`src/rtl/easyaxi_pkg.sv`:
```
// Shared definitions for the EasyAXI read-request path: FSM encoding and default widths.
package easyaxi_pkg;

    localparam int DEF_DEEP_NUM   = 8;
    localparam int DEF_ADDR_WIDTH = 32;
    localparam int DEF_LEN_WIDTH  = 8;
    localparam int DEF_ID_WIDTH   = 3;

    typedef enum logic {
        ST_IDLE  = 1'b0,
        ST_ISSUE = 1'b1
    } rd_state_e;

endpackage

```
`src/rtl/easyaxi_onehot_mux.sv`:
```
// One-hot AND-OR multiplexer with a one-hot-to-index encoder for the select vector.
module easyaxi_onehot_mux #(
    parameter int N     = 8,
    parameter int W     = 40,
    parameter int IDX_W = 3
) (
    input  logic [N-1:0]        i_sel,
    input  logic [N-1:0][W-1:0] i_data,
    output logic [W-1:0]        o_data,
    output logic [IDX_W-1:0]    o_idx
);

    always_comb begin
        o_data = '0;
        o_idx  = '0;
        for (int k = 0; k < N; k++) begin
            if (i_sel[k]) begin
                o_data = o_data | i_data[k];
                o_idx  = o_idx | IDX_W'(k);
            end
        end
    end

endmodule

```
`src/rtl/easyaxi_rd_req_buf.sv`:
```
// Read-request buffer feeding the round-robin arbiter; issues the granted slot on AR
// and retires it on the matching R last beat.
module easyaxi_rd_req_buf
    import easyaxi_pkg::*;
#(
    parameter int DEEP_NUM   = DEF_DEEP_NUM,
    parameter int ADDR_WIDTH = DEF_ADDR_WIDTH,
    parameter int LEN_WIDTH  = DEF_LEN_WIDTH,
    parameter int ID_WIDTH   = DEF_ID_WIDTH
) (
    input  logic                  clk,
    input  logic                  rst_n,
    input  logic                  req_valid,
    output logic                  req_ready,
    input  logic [ADDR_WIDTH-1:0] req_addr,
    input  logic [LEN_WIDTH-1:0]  req_len,
    output logic [DEEP_NUM-1:0]   queue_o,
    output logic                  sche_en_o,
    input  logic [DEEP_NUM-1:0]   pointer_i,
    output logic                  axi_mst_arvalid,
    input  logic                  axi_mst_arready,
    output logic [ADDR_WIDTH-1:0] axi_mst_araddr,
    output logic [LEN_WIDTH-1:0]  axi_mst_arlen,
    output logic [ID_WIDTH-1:0]   axi_mst_arid,
    input  logic                  axi_mst_rvalid,
    input  logic                  axi_mst_rready,
    input  logic                  axi_mst_rlast,
    input  logic [ID_WIDTH-1:0]   axi_mst_rid
);

    localparam int PW = ADDR_WIDTH + LEN_WIDTH;

    rd_state_e r_state, w_state_nxt;

    logic [DEEP_NUM-1:0]   r_valid;
    logic [DEEP_NUM-1:0]   r_issued;
    logic [ADDR_WIDTH-1:0] r_addr [DEEP_NUM];
    logic [LEN_WIDTH-1:0]  r_len  [DEEP_NUM];

    logic [DEEP_NUM-1:0]         w_queue;
    logic [DEEP_NUM-1:0]         w_empty;
    logic [DEEP_NUM-1:0]         w_alloc_oh;
    logic [DEEP_NUM-1:0]         w_free_oh;
    logic [DEEP_NUM-1:0]         w_set_iss;
    logic                        w_req_fire;
    logic                        w_ar_fire;
    logic                        w_r_done;
    logic                        w_arvalid;
    logic                        w_sche_en;
    logic [DEEP_NUM-1:0][PW-1:0] w_payload;
    logic [PW-1:0]               w_sel_payload;
    logic [ID_WIDTH-1:0]         w_sel_idx;

    assign w_queue    = r_valid & ~r_issued;
    assign w_empty    = ~r_valid;
    assign req_ready  = ~(&r_valid);
    assign w_req_fire = req_valid & req_ready;
    // Lowest set bit of the empty mask selects the slot to fill.
    assign w_alloc_oh = w_req_fire ? (w_empty & (~w_empty + DEEP_NUM'(1))) : '0;
    assign w_ar_fire  = w_arvalid & axi_mst_arready;
    assign w_set_iss  = w_ar_fire ? (pointer_i & w_queue) : '0;
    assign w_r_done   = axi_mst_rvalid & axi_mst_rready & axi_mst_rlast;

    always_comb begin
        w_free_oh = '0;
        for (int k = 0; k < DEEP_NUM; k++) begin
            w_free_oh[k] = w_r_done && (axi_mst_rid == ID_WIDTH'(k))
                           && r_valid[k] && r_issued[k];
        end
    end

    always_comb begin
        w_state_nxt = r_state;
        w_sche_en   = 1'b0;
        w_arvalid   = 1'b0;
        case (r_state)
            ST_IDLE: begin
                w_sche_en = |w_queue;
                if (|w_queue) w_state_nxt = ST_ISSUE;
            end
            ST_ISSUE: begin
                if (pointer_i == '0) begin
                    w_state_nxt = ST_IDLE;
                end else begin
                    w_arvalid = 1'b1;
                    if (axi_mst_arready) w_state_nxt = ST_IDLE;
                end
            end
            default: w_state_nxt = ST_IDLE;
        endcase
    end

    always_ff @(posedge clk) begin
        if (!rst_n) begin
            r_state  <= ST_IDLE;
            r_valid  <= '0;
            r_issued <= '0;
        end else begin
            r_state <= w_state_nxt;
            for (int k = 0; k < DEEP_NUM; k++) begin
                if (w_alloc_oh[k]) begin
                    r_valid[k]  <= 1'b1;
                    r_issued[k] <= 1'b0;
                end else if (w_free_oh[k]) begin
                    r_valid[k]  <= 1'b0;
                    r_issued[k] <= 1'b0;
                end else if (w_set_iss[k]) begin
                    r_issued[k] <= 1'b1;
                end
            end
        end
    end

    // Payload storage carries no reset; it is only observed through valid slots.
    always_ff @(posedge clk) begin
        for (int k = 0; k < DEEP_NUM; k++) begin
            if (w_alloc_oh[k]) begin
                r_addr[k] <= req_addr;
                r_len[k]  <= req_len;
            end
        end
    end

    always_comb begin
        for (int k = 0; k < DEEP_NUM; k++) begin
            w_payload[k] = {r_addr[k], r_len[k]};
        end
    end

    easyaxi_onehot_mux #(
        .N     (DEEP_NUM),
        .W     (PW),
        .IDX_W (ID_WIDTH)
    ) u_ar_mux (
        .i_sel  (pointer_i),
        .i_data (w_payload),
        .o_data (w_sel_payload),
        .o_idx  (w_sel_idx)
    );

    assign queue_o         = w_queue;
    assign sche_en_o       = w_sche_en;
    assign axi_mst_arvalid = w_arvalid;
    assign axi_mst_araddr  = w_arvalid ? w_sel_payload[PW-1:LEN_WIDTH] : '0;
    assign axi_mst_arlen   = w_arvalid ? w_sel_payload[LEN_WIDTH-1:0] : '0;
    assign axi_mst_arid    = w_arvalid ? w_sel_idx : '0;

endmodule

```
`config.mk`:
```
export PLATFORM = sky130hd
export DESIGN_NAME = easyaxi_rd_req_buf
export DESIGN_NICKNAME = d
export VERILOG_FILES = /design/src/rtl/easyaxi_pkg.sv /design/src/rtl/easyaxi_onehot_mux.sv /design/src/rtl/easyaxi_rd_req_buf.sv
export SDC_FILE = /design/constraint.sdc
export NUM_CORES = 1
export LEC_CHECK = 0
export CORE_UTILIZATION = 61
export DETAILED_ROUTE_END_ITERATION = 7
export GPL_TIMING_DRIVEN = 0
export PLACE_DENSITY = 0.84
export SKIP_LAST_GASP = 1
export SLEW_MARGIN = 5
export SYNTH_ARGS = -nofsm -noshare
export SYNTH_HDL_FRONTEND = slang
export SYNTH_SLANG_ARGS = --single-unit
export TNS_END_PERCENT = 20
```
`constraint.sdc`:
```
create_clock -name clk -period 7.8 [get_ports clk]
set_input_delay 1.95 -clock clk [delete_from_list [all_inputs] [get_ports clk]]
set_output_delay 1.95 -clock clk [all_outputs]
set_load 0.01 [all_outputs]
```
# Word-level counts from Yosys, hierarchy flattened
# Memory sizes are Yosys's and may differ from the RTL's.
# Cells that the tools add are included.
[classes]
n_mux = 101
bitwise = 20
reduce_logical = 58
addsub = 1
n_eq_ne = 7
[ops]
columns = ["operator", "count"]
rows = [
  ["$mux W40", 8],
  ["$or A40 B40 Y40", 7],
  ["$mux W32", 8],
  ["$reduce_or A32 Y1", 7],
  ["$mux W8", 10],
  ["$reduce_or A8 Y1", 8],
  ["$mux W3", 19],
  ["$mux W1", 53],
  ["$and A8 B8 Y8", 3],
  ["$logic_and A1 B1 Y1", 24],
  ["$not A8 Y8", 3],
  ["$reduce_or A3 Y1", 8],
  ["$reduce_bool A2 Y1", 8],
  ["$eq A3 B3 Y1 const B", 4],
  ["$add A8 B1 Y8 const B", 1],
  ["$logic_not A8 Y1", 1],
  ["$reduce_and A8 Y1", 1],
  ["$eq A3 B2 Y1 const B", 2],
  ["$and A1 B1 Y1", 4],
  ["$mux W2", 2],
  ["$eq A3 B1 Y1 const B", 1],
  ["$logic_not A3 Y1", 1],
  ["$not A1 Y1", 3],
  ["$pmux W1 S2", 1],
]
[word_totals]
out_inout_bits = 54
mem_bits_rw = 320
regBits = 17
memories = 2
[mem_list]
columns = ["name", "words", "width", "rd", "rd_ports_with_merged_regs", "write_ports", "line_no", "rtl"]
rows = [
  ["r_addr", 8, 32, 8, 0, 1, "easyaxi_rd_req_buf.sv:37", "logic [ADDR_WIDTH-1:0] r_addr [DEEP_NUM];"],
  ["r_len", 8, 8, 8, 0, 1, "easyaxi_rd_req_buf.sv:38", "logic [LEN_WIDTH-1:0] r_len [DEEP_NUM];"],
]

# Logic depth before layout (Yosys ltp)
# Gate-level depths: netlist of run 1.
# An unclocked memory read counts as a cell.
[depth]
word_depth = 17
ltp_mapped = 6
ltp_nobuf = 4

# By module
# From an unflattened synthesis of run 1, not the netlist that was laid out.
[hier_totals]
cells_unflattened = 714
area_unflattened_um2 = 12463.2
[modules_own_cells]
columns = ["mod", "n_inst", "cells_per_inst", "seq_area_each_um2", "area_each_um2"]
rows = [
  ["easyaxi_rd_req_buf", 1, 475, 9949.5, 10797.9],
  ["easyaxi_onehot_mux", 1, 239, 0.0, 1665.3],
]

# Worst setup path before layout of run 1
# No wires, ideal clock.
[synth_timing]
path_type = "in2out"
start = "input port pointer_i[7]"
end = "output port axi_mst_arlen[0]"
required_time_ps = 5850
n_path_buf = 2
path_stages = 5
path_slack_ps = 3056
arrival_ps = 2794
path_cell_list = "buf_4 > buf_2 > a22o_1 > a221oi_1 > a31oi_1"
[synth_via]
elab_chain_cells = 4
word_cells_on_any_way = 5
cone_classes = "mux (4); reduce/logical (1)"
[synth_lines]
columns = ["item", "line_no", "rtl"]
rows = [
  ["start, declared", "easyaxi_rd_req_buf.sv:19", "input logic [DEEP_NUM-1:0] pointer_i,"],
  ["$logic_not A8 Y1", "easyaxi_rd_req_buf.sv:82", "if (pointer_i == '0) begin"],
  ["$mux W1", "easyaxi_rd_req_buf.sv:82", ""],
  ["$mux W1", "easyaxi_rd_req_buf.sv:76", "case (r_state)"],
  ["$mux W8 *", "easyaxi_rd_req_buf.sv:145", "assign axi_mst_arlen = w_arvalid ? w_sel_payload[LEN_WIDTH-1:0] : '0;"],
  ["end, declared", "easyaxi_rd_req_buf.sv:23", "output logic [LEN_WIDTH-1:0] axi_mst_arlen,"],
]
# Every way passes the cells marked *; elsewhere a longest branch is shown, timed or not.

# Worst setup path in the final report of run 1
[layout_timing]
start = "input port pointer_i[0]"
end = "output port axi_mst_araddr[10]"
[layout_via]
elab_chain_cells = 16
word_cells_on_any_way = 19
cone_classes = "mux (11); bitwise (7); reduce/logical (1)"
[layout_lines]
columns = ["item", "line_no", "rtl"]
rows = [
  ["$mux W40", "easyaxi_onehot_mux.sv:17", "if (i_sel[k]) begin"],
  ["$or A40 B40 Y40", "easyaxi_onehot_mux.sv:18", "o_data = o_data | i_data[k];"],
  ["$mux W40", "easyaxi_onehot_mux.sv:17", ""],
  ["$or A40 B40 Y40", "easyaxi_onehot_mux.sv:18", ""],
  ["$mux W40", "easyaxi_onehot_mux.sv:17", ""],
  ["$or A40 B40 Y40", "easyaxi_onehot_mux.sv:18", ""],
  ["$mux W40", "easyaxi_onehot_mux.sv:17", ""],
  ["$or A40 B40 Y40", "easyaxi_onehot_mux.sv:18", ""],
  ["$mux W40", "easyaxi_onehot_mux.sv:17", ""],
  ["$or A40 B40 Y40", "easyaxi_onehot_mux.sv:18", ""],
  ["$mux W40", "easyaxi_onehot_mux.sv:17", ""],
  ["$or A40 B40 Y40", "easyaxi_onehot_mux.sv:18", ""],
  ["$mux W40", "easyaxi_onehot_mux.sv:17", ""],
  ["$or A40 B40 Y40", "easyaxi_onehot_mux.sv:18", ""],
  ["$mux W40", "easyaxi_onehot_mux.sv:17", ""],
  ["$mux W32 *", "easyaxi_rd_req_buf.sv:144", "assign axi_mst_araddr = w_arvalid ? w_sel_payload[PW-1:LEN_WIDTH] : '0;"],
  ["end, declared", "easyaxi_rd_req_buf.sv:22", "output logic [ADDR_WIDTH-1:0] axi_mst_araddr,"],
]
# Marked as above.

==> flow_summary.toml, run 1 <==
[route]
drt_wl_total_um = 35000
vias = 8095
first_pass_iters = 5
drt_iter0_drc = 1075
viasPerCell = 7.18
wl_per_cell_um = 31.0
drc_errors = 0
ant_nets = 0

[logic_synthesis]
ys_ff_latch = 337
synth-seq-area-share = 0.801
avgSynthCellArea_um2 = 18.2
synth_nets = 742
ys_warn_count = 0
syn-instance-count = 684
ys_types = 40
synth_area_mm2 = 0.0124

[finish]
finalNonFillerCells = 1127
n_antenna_cell = 0
drive_gt1_frac = 0.128
final_cell_mix = "edfxtp_1, clkdlybuf4s50_1, a22oi_1"
syn2layout_area_growth_pct = 22.2
final_common_cell = "edfxtp_1"
fin_nets = 898

[clock_tree]
cts_tree = "yes"
clock-root-buffer = "clkbuf_16"
numCtsBuffers = 34
postCtsResizedCells = 0
cts_setup_buffers = 0
clkTransAtPathRegs_ns = 0.06
cts.path.max_buffers = 3
clock-sinks = 337
ctsHoldBuffers = 0
clk_latency_ns = 0.53
htreeDepth = 2

[global_route]
grtUsageTotal = 0.350
antenna_found_initial = 0
grt_pass1_wl_um = 49900
grt_start_max_net_pins = 28
overflow = 0
grt_pass1_vias = 7938

[placement]
dp_cells = 1069
port_buffers = 103
dpl.hpwl_um = 20300
place_congestion = 0.827

[sta]
skew_ns = 0.0118
finalSetupTns_ns = 0
report.final.slew_viol_count = 0
fin_crit_ns = 6.14
worst_pin_slew_ns = 1.04
period_share = 0.788
fmax_mhz = 163
rsz0062_at_grt = "no"
setup-violations-final = 0
hold_viol = 0
max-slew-margin-rel = 0.305

[floorplanning]
core_mm2 = 0.0197
die_area_mm2 = 0.0209
pin_count = 112
die_w_um = 145
dieHeight_um = 145
num_rows = 51
initial_core_util = 0.630

[hold_path]
hp-class = "register to register"
min_from = "r_issued[2]"

[worst_setup_path]
crit_path_end_kind = "primary output"
cp_cell_sequence = "buf_2 -> clkbuf_1 -> a221oi_1 -> a31oi_1 -> clkdlybuf4s50_1"
arrival_ns = 4.19
cp.required_ns = 5.85
max_stage_delay_ns = 0.80
slowest_stage = "clkbuf_1"
regToRegStartpoint = "r_valid[0]"
cp-start-kind = "primary input"
crit_type = "primary input to primary output"
critPathLaunch = "pointer_i[0]"
path_max_fanout = 10

[pwr]
ir_drop_mv = 0.230
leakage_nw = 4.96
power_density_mw_per_mm2 = 255

[flow_run]
max_cap_viol_count = 0

[status]
status = "finished, final reports clean"
registers in the layout, indices dropped and copies added (netlist names):
register and flops:
r_state 1, r_len 64, r_valid 8, r_addr 256
r_issued 8
per-stage QoR:
| stage | setup WS, ns | util | power (mW) | hold WS [ns] | area (um^2) |
|---|---|---|---|---|---|
| detailed placement | 1.83 | 0.717 | 2.35 | 0.513 | 14100 |
| CTS | 1.77 | 0.769 | 3.86 | 0.529 | 15200 |
| global route | 1.70 | 0.769 | 3.93 | 0.572 | 15200 |
| floorplan | 3.06 | - | 2.17 | 0.476 | 12400 |
| global placement | 1.16 | 0.699 | 2.34 | 0.512 | 13800 |
| finish | 1.66 | 0.769 | 3.87 | 0.524 | 15200 |
per-layer routing:
| metal | vias up | wire length (um) | GRT usage |
|---|---|---|---|
| met5 | - | 0 | 0 |
| met4 | 0 | 1770 | 0.182 |
| met3 | 144 | 4580 | 0.0780 |
| met2 | 776 | 16600 | 0.559 |
| met1 | 3965 | 12000 | 0.455 |
| li1 | 3210 | - | - |
Yosys cell counts (all sizes together):
cell type  number  area [um^2]
edfxtp        320         9610
a22oi          80          601
a31oi          47          294
a221oi         40          350
a22o           40          350
buf            38          264
dfxtp          17          340
nor2           13         48.8
nor2b          13         81.3
clkbuf         10         37.5
nand2           9         43.8
inv             8         30.0
nor3            8         55.1
nor4            8         86.3
nand4           7         58.8
o21ai           6         30.0
nand3           5         25.0
a21oi           2         10.0
and2            2         12.5
a32oi           1         8.76
a41o            1         10.0
and4b           1         10.0
mux2i           1         10.0
nand2b          1         6.26
nand4b          1         8.76
o21a            1         7.51
o22ai           1         6.26
o32ai           1         8.76
o41ai           1         8.76
or2             1         6.26
cell families (layout without fill, tap and decap cells):
kind of cell | Yosys count | in the layout | synth area share
simple gates | 69 | 69 | 0.0357
compound gates | 221 | 221 | 0.136
mux | 1 | 1 | 0.000806
buf+inv | 56 | 234 | 0.0267
flops | 337 | 337 | 0.801
final timing paths:
kind,to,slack (ns),depth (start not counted)
worst max-delay path,axi_mst_araddr[10],1.66,5
worst min-delay path,r_issued[2],0.52,2
worst max register to register,r_addr[0][101],5.70,4
worst min register to register,r_issued[2],0.52,2
worst max-delay path: cells and delay by family:
| family | cells | cell delay (ns) |
|---|---|---|
| buffers and inverters | 3 | 1.59 |
| AOI/OAI and AO/OA | 2 | 0.65 |
power breakdown:
part / switching (mW) / leakage [nW] / total (mW) / internal, mW
combinational: 0.181 / 1.41 / 0.304 / 0.123
sequential: 0.0100 / 3.04 / 2.02 / 2.01
clock: 0.650 / 0.505 / 1.54 / 0.894
cell type report:
class                           instances  area [um^2]
Timing Repair Buffer                  120         1340
Clock inverter                         11         75.1
Sequential cell                       337         9950
Inverter                                8         30.0
Fill cell                            1015         4550
Tap cell                              265          332
Clock buffer                           47          963
Buffer                                 48          302
Multi-Input combinational cell        291         2180
Note: power is estimated with default switching activity, not from simulation.
==> inputs of run 2 (changes only) <==
CORE_UTILIZATION = 51   (was 61)
PLACE_DENSITY = 0.75   (was 0.84)
clock period = 5.6 ns   (was 7.8 ns; I/O delays follow)
==> run 2 against run 1 <==
  * Worst hold slack better by 0.029 ns
  * Register-to-register slack worse by 2.3 ns
  * Clock power is 38% higher
  * Critical endpoint is now axi_mst_araddr[15]
  * First-iteration DRC count is 20% lower
  * Critical path depth stayed put
  * Final cell count is 4.7% higher
  * Clock skew hardly changed
==> flow_summary.toml, run 2 (synthesis gave the netlist of run 1 again) <==
[floorplanning]
dieHeight_um = 158
die_w_um = 158
num_rows = 56
die_area_mm2 = 0.0250
pin_count = 112
core_mm2 = 0.0237
initial_core_util = 0.524

[worst_setup_path]
crit_path_end_kind = "primary output"
crit_type = "primary input to primary output"
r2r_end = "r_addr[1][119]"
arrival_ns = 3.63
r2r_slack_ns = 3.36
cp.required_ns = 4.20
cp-start-kind = "primary input"
max_stage_delay_ns = 0.80
ff2ff_path_depth = 5
cp_cell_sequence = "buf_2 -> clkbuf_1 -> a221oi_1 -> a31oi_1 -> clkdlybuf4s50_1"
path_max_fanout = 10
slowest_stage = "clkbuf_1"
regToRegStartpoint = "r_valid[0]"

[placement]
dp_cells = 1123
dpl.hpwl_um = 20300
place_congestion = 0.801
port_buffers = 103

[sta]
worst_pin_slew_ns = 1.05
rsz0062_at_grt = "no"
hold_viol = 0
setup-violations-final = 0
fmax_mhz = 199
fin_crit_ns = 5.03
finalSetupTns_ns = 0
skew_ns = 0.0115
report.final.slew_viol_count = 0
max-slew-margin-rel = 0.297
period_share = 0.899

[clock_tree]
cts_tree = "yes"
clock-sinks = 337
ctsHoldBuffers = 0
clock-root-buffer = "clkbuf_16"
cts_setup_buffers = 0
numCtsBuffers = 34
clkTransAtPathRegs_ns = 0.06
clk_latency_ns = 0.50
postCtsResizedCells = 0
cts.path.max_buffers = 3
htreeDepth = 2

[route]
drt_wl_total_um = 32500
drc_errors = 0
drt_iter0_drc = 864
vias = 7553
viasPerCell = 6.40
ant_nets = 0
wl_per_cell_um = 27.6
first_pass_iters = 5

[pwr]
leakage_nw = 4.96
p_total_mw = 5.34
ir_drop_mv = 0.262
power_density_mw_per_mm2 = 351

[finish]
utilization = 0.643
syn2layout_area_growth_pct = 22.6
finalNonFillerCells = 1180
drive_gt1_frac = 0.130
fin_nets = 898
regMostFlops = "r_addr"
largest_register_ffs = 256
final_cell_mix = "edfxtp_1, clkdlybuf4s50_1, a22oi_1"
final_common_cell = "edfxtp_1"
reg_top3 = "r_addr (256), r_len (64)"

[flow_run]
max_cap_viol_count = 0

[hold_path]
holdPathStages = 2
hp-class = "register to register"
hold_end = "r_issued[7]"
min_from = "r_issued[7]"

[global_route]
grt_start_max_net_pins = 24
grt_pass1_wl_um = 46900
overflow = 0
antenna_found_initial = 2
grt_pass1_vias = 7262
grtUsageTotal = 0.267

[status]
status = "finished, final reports clean"
run 2: metal layers:
| metal | track usage | vias up | part of all wire |
|---|---|---|---|
| li1 | - | 3204 | - |
| met5 | 0 | - | 0.00037 |
| met3 | 0.0422 | 55 | 0.10 |
| met1 | 0.378 | 3790 | 0.40 |
| met4 | 0.0714 | 2 | 0.023 |
| met2 | 0.433 | 502 | 0.48 |
run 2: layout make-up:
class,instances,area (um^2)
fillers,1698,8450
plain buffers,48,302
clock buffers,43,906
clock inverters,13,119
well taps,319,399
flip-flops and latches,337,9950
repair buffers,120,1340
diodes,1,2.50
multi-input cells,291,2180
inverters,8,30.0
run 2: worst max-delay path by stage:
stage / end / cells past startpoint / slack, ns / startpoint
6_report: axi_mst_araddr[15] / 5 / 0.57 / pointer_i[0]
5_1_grt: axi_mst_araddr[15] / 5 / 0.54 / pointer_i[0]
3_3_place_gp: r_len[0][15] / 3 / -0.57 / req_valid
3_5_place_dp: axi_mst_araddr[15] / 5 / 0.63 / pointer_i[0]
4_1_cts: axi_mst_araddr[15] / 5 / 0.60 / pointer_i[0]
2_1_floorplan: r_addr[0][100] / 2 / 1.85 / req_valid
run 2: per-stage QoR:
stage | instance area [um^2] | hold WS [ns] | setup slack, ns
2_1_floorplan | 12400 | 0.476 | 1.85
3_3_place_gp | 13800 | 0.511 | -0.566
3_5_place_dp | 14200 | 0.524 | 0.628
4_1_cts | 15200 | 0.548 | 0.601
5_1_grt | 15200 | 0.580 | 0.539
6_report | 15200 | 0.553 | 0.568
run 2: power breakdown:
| part | total [mW] | leakage [nW] | switching (mW) | internal [mW] |
|---|---|---|---|---|
| logic | 0.415 | 1.42 | 0.245 | 0.171 |
| registers | 2.81 | 3.04 | 0.0106 | 2.80 |
| clock network | 2.12 | 0.497 | 0.883 | 1.23 |
| total | 5.34 | 4.96 | 1.14 | 4.20 |
run 2: critical path: cells and delay by family:
kind	cells	cell delay [ns]
buf+inv	3	1.58
compound gates	2	0.62
==> inputs of run 3 (changes only) <==
CORE_MARGIN = 1   (was default)
CORE_UTILIZATION = 61   (was 51)
PLACE_DENSITY = 0.84   (was 0.75)
SETUP_SLACK_MARGIN = 0.1   (was default)
clock period = 6.1 ns   (was 5.6 ns; I/O delays follow)
==> results of run 3 <==
The final DEF is identical to that of run 1. Status: finished, final reports clean.
Main changes from that run: setup slack after placement 1.83 ns -> 0.981 ns; setup slack after layout 1.66 ns -> 0.806 ns; register-to-register setup slack 5.70 ns -> 4.00 ns; total power 3.87 mW -> 4.94 mW; worst IR drop on VDD 0.230 mV -> 0.293 mV
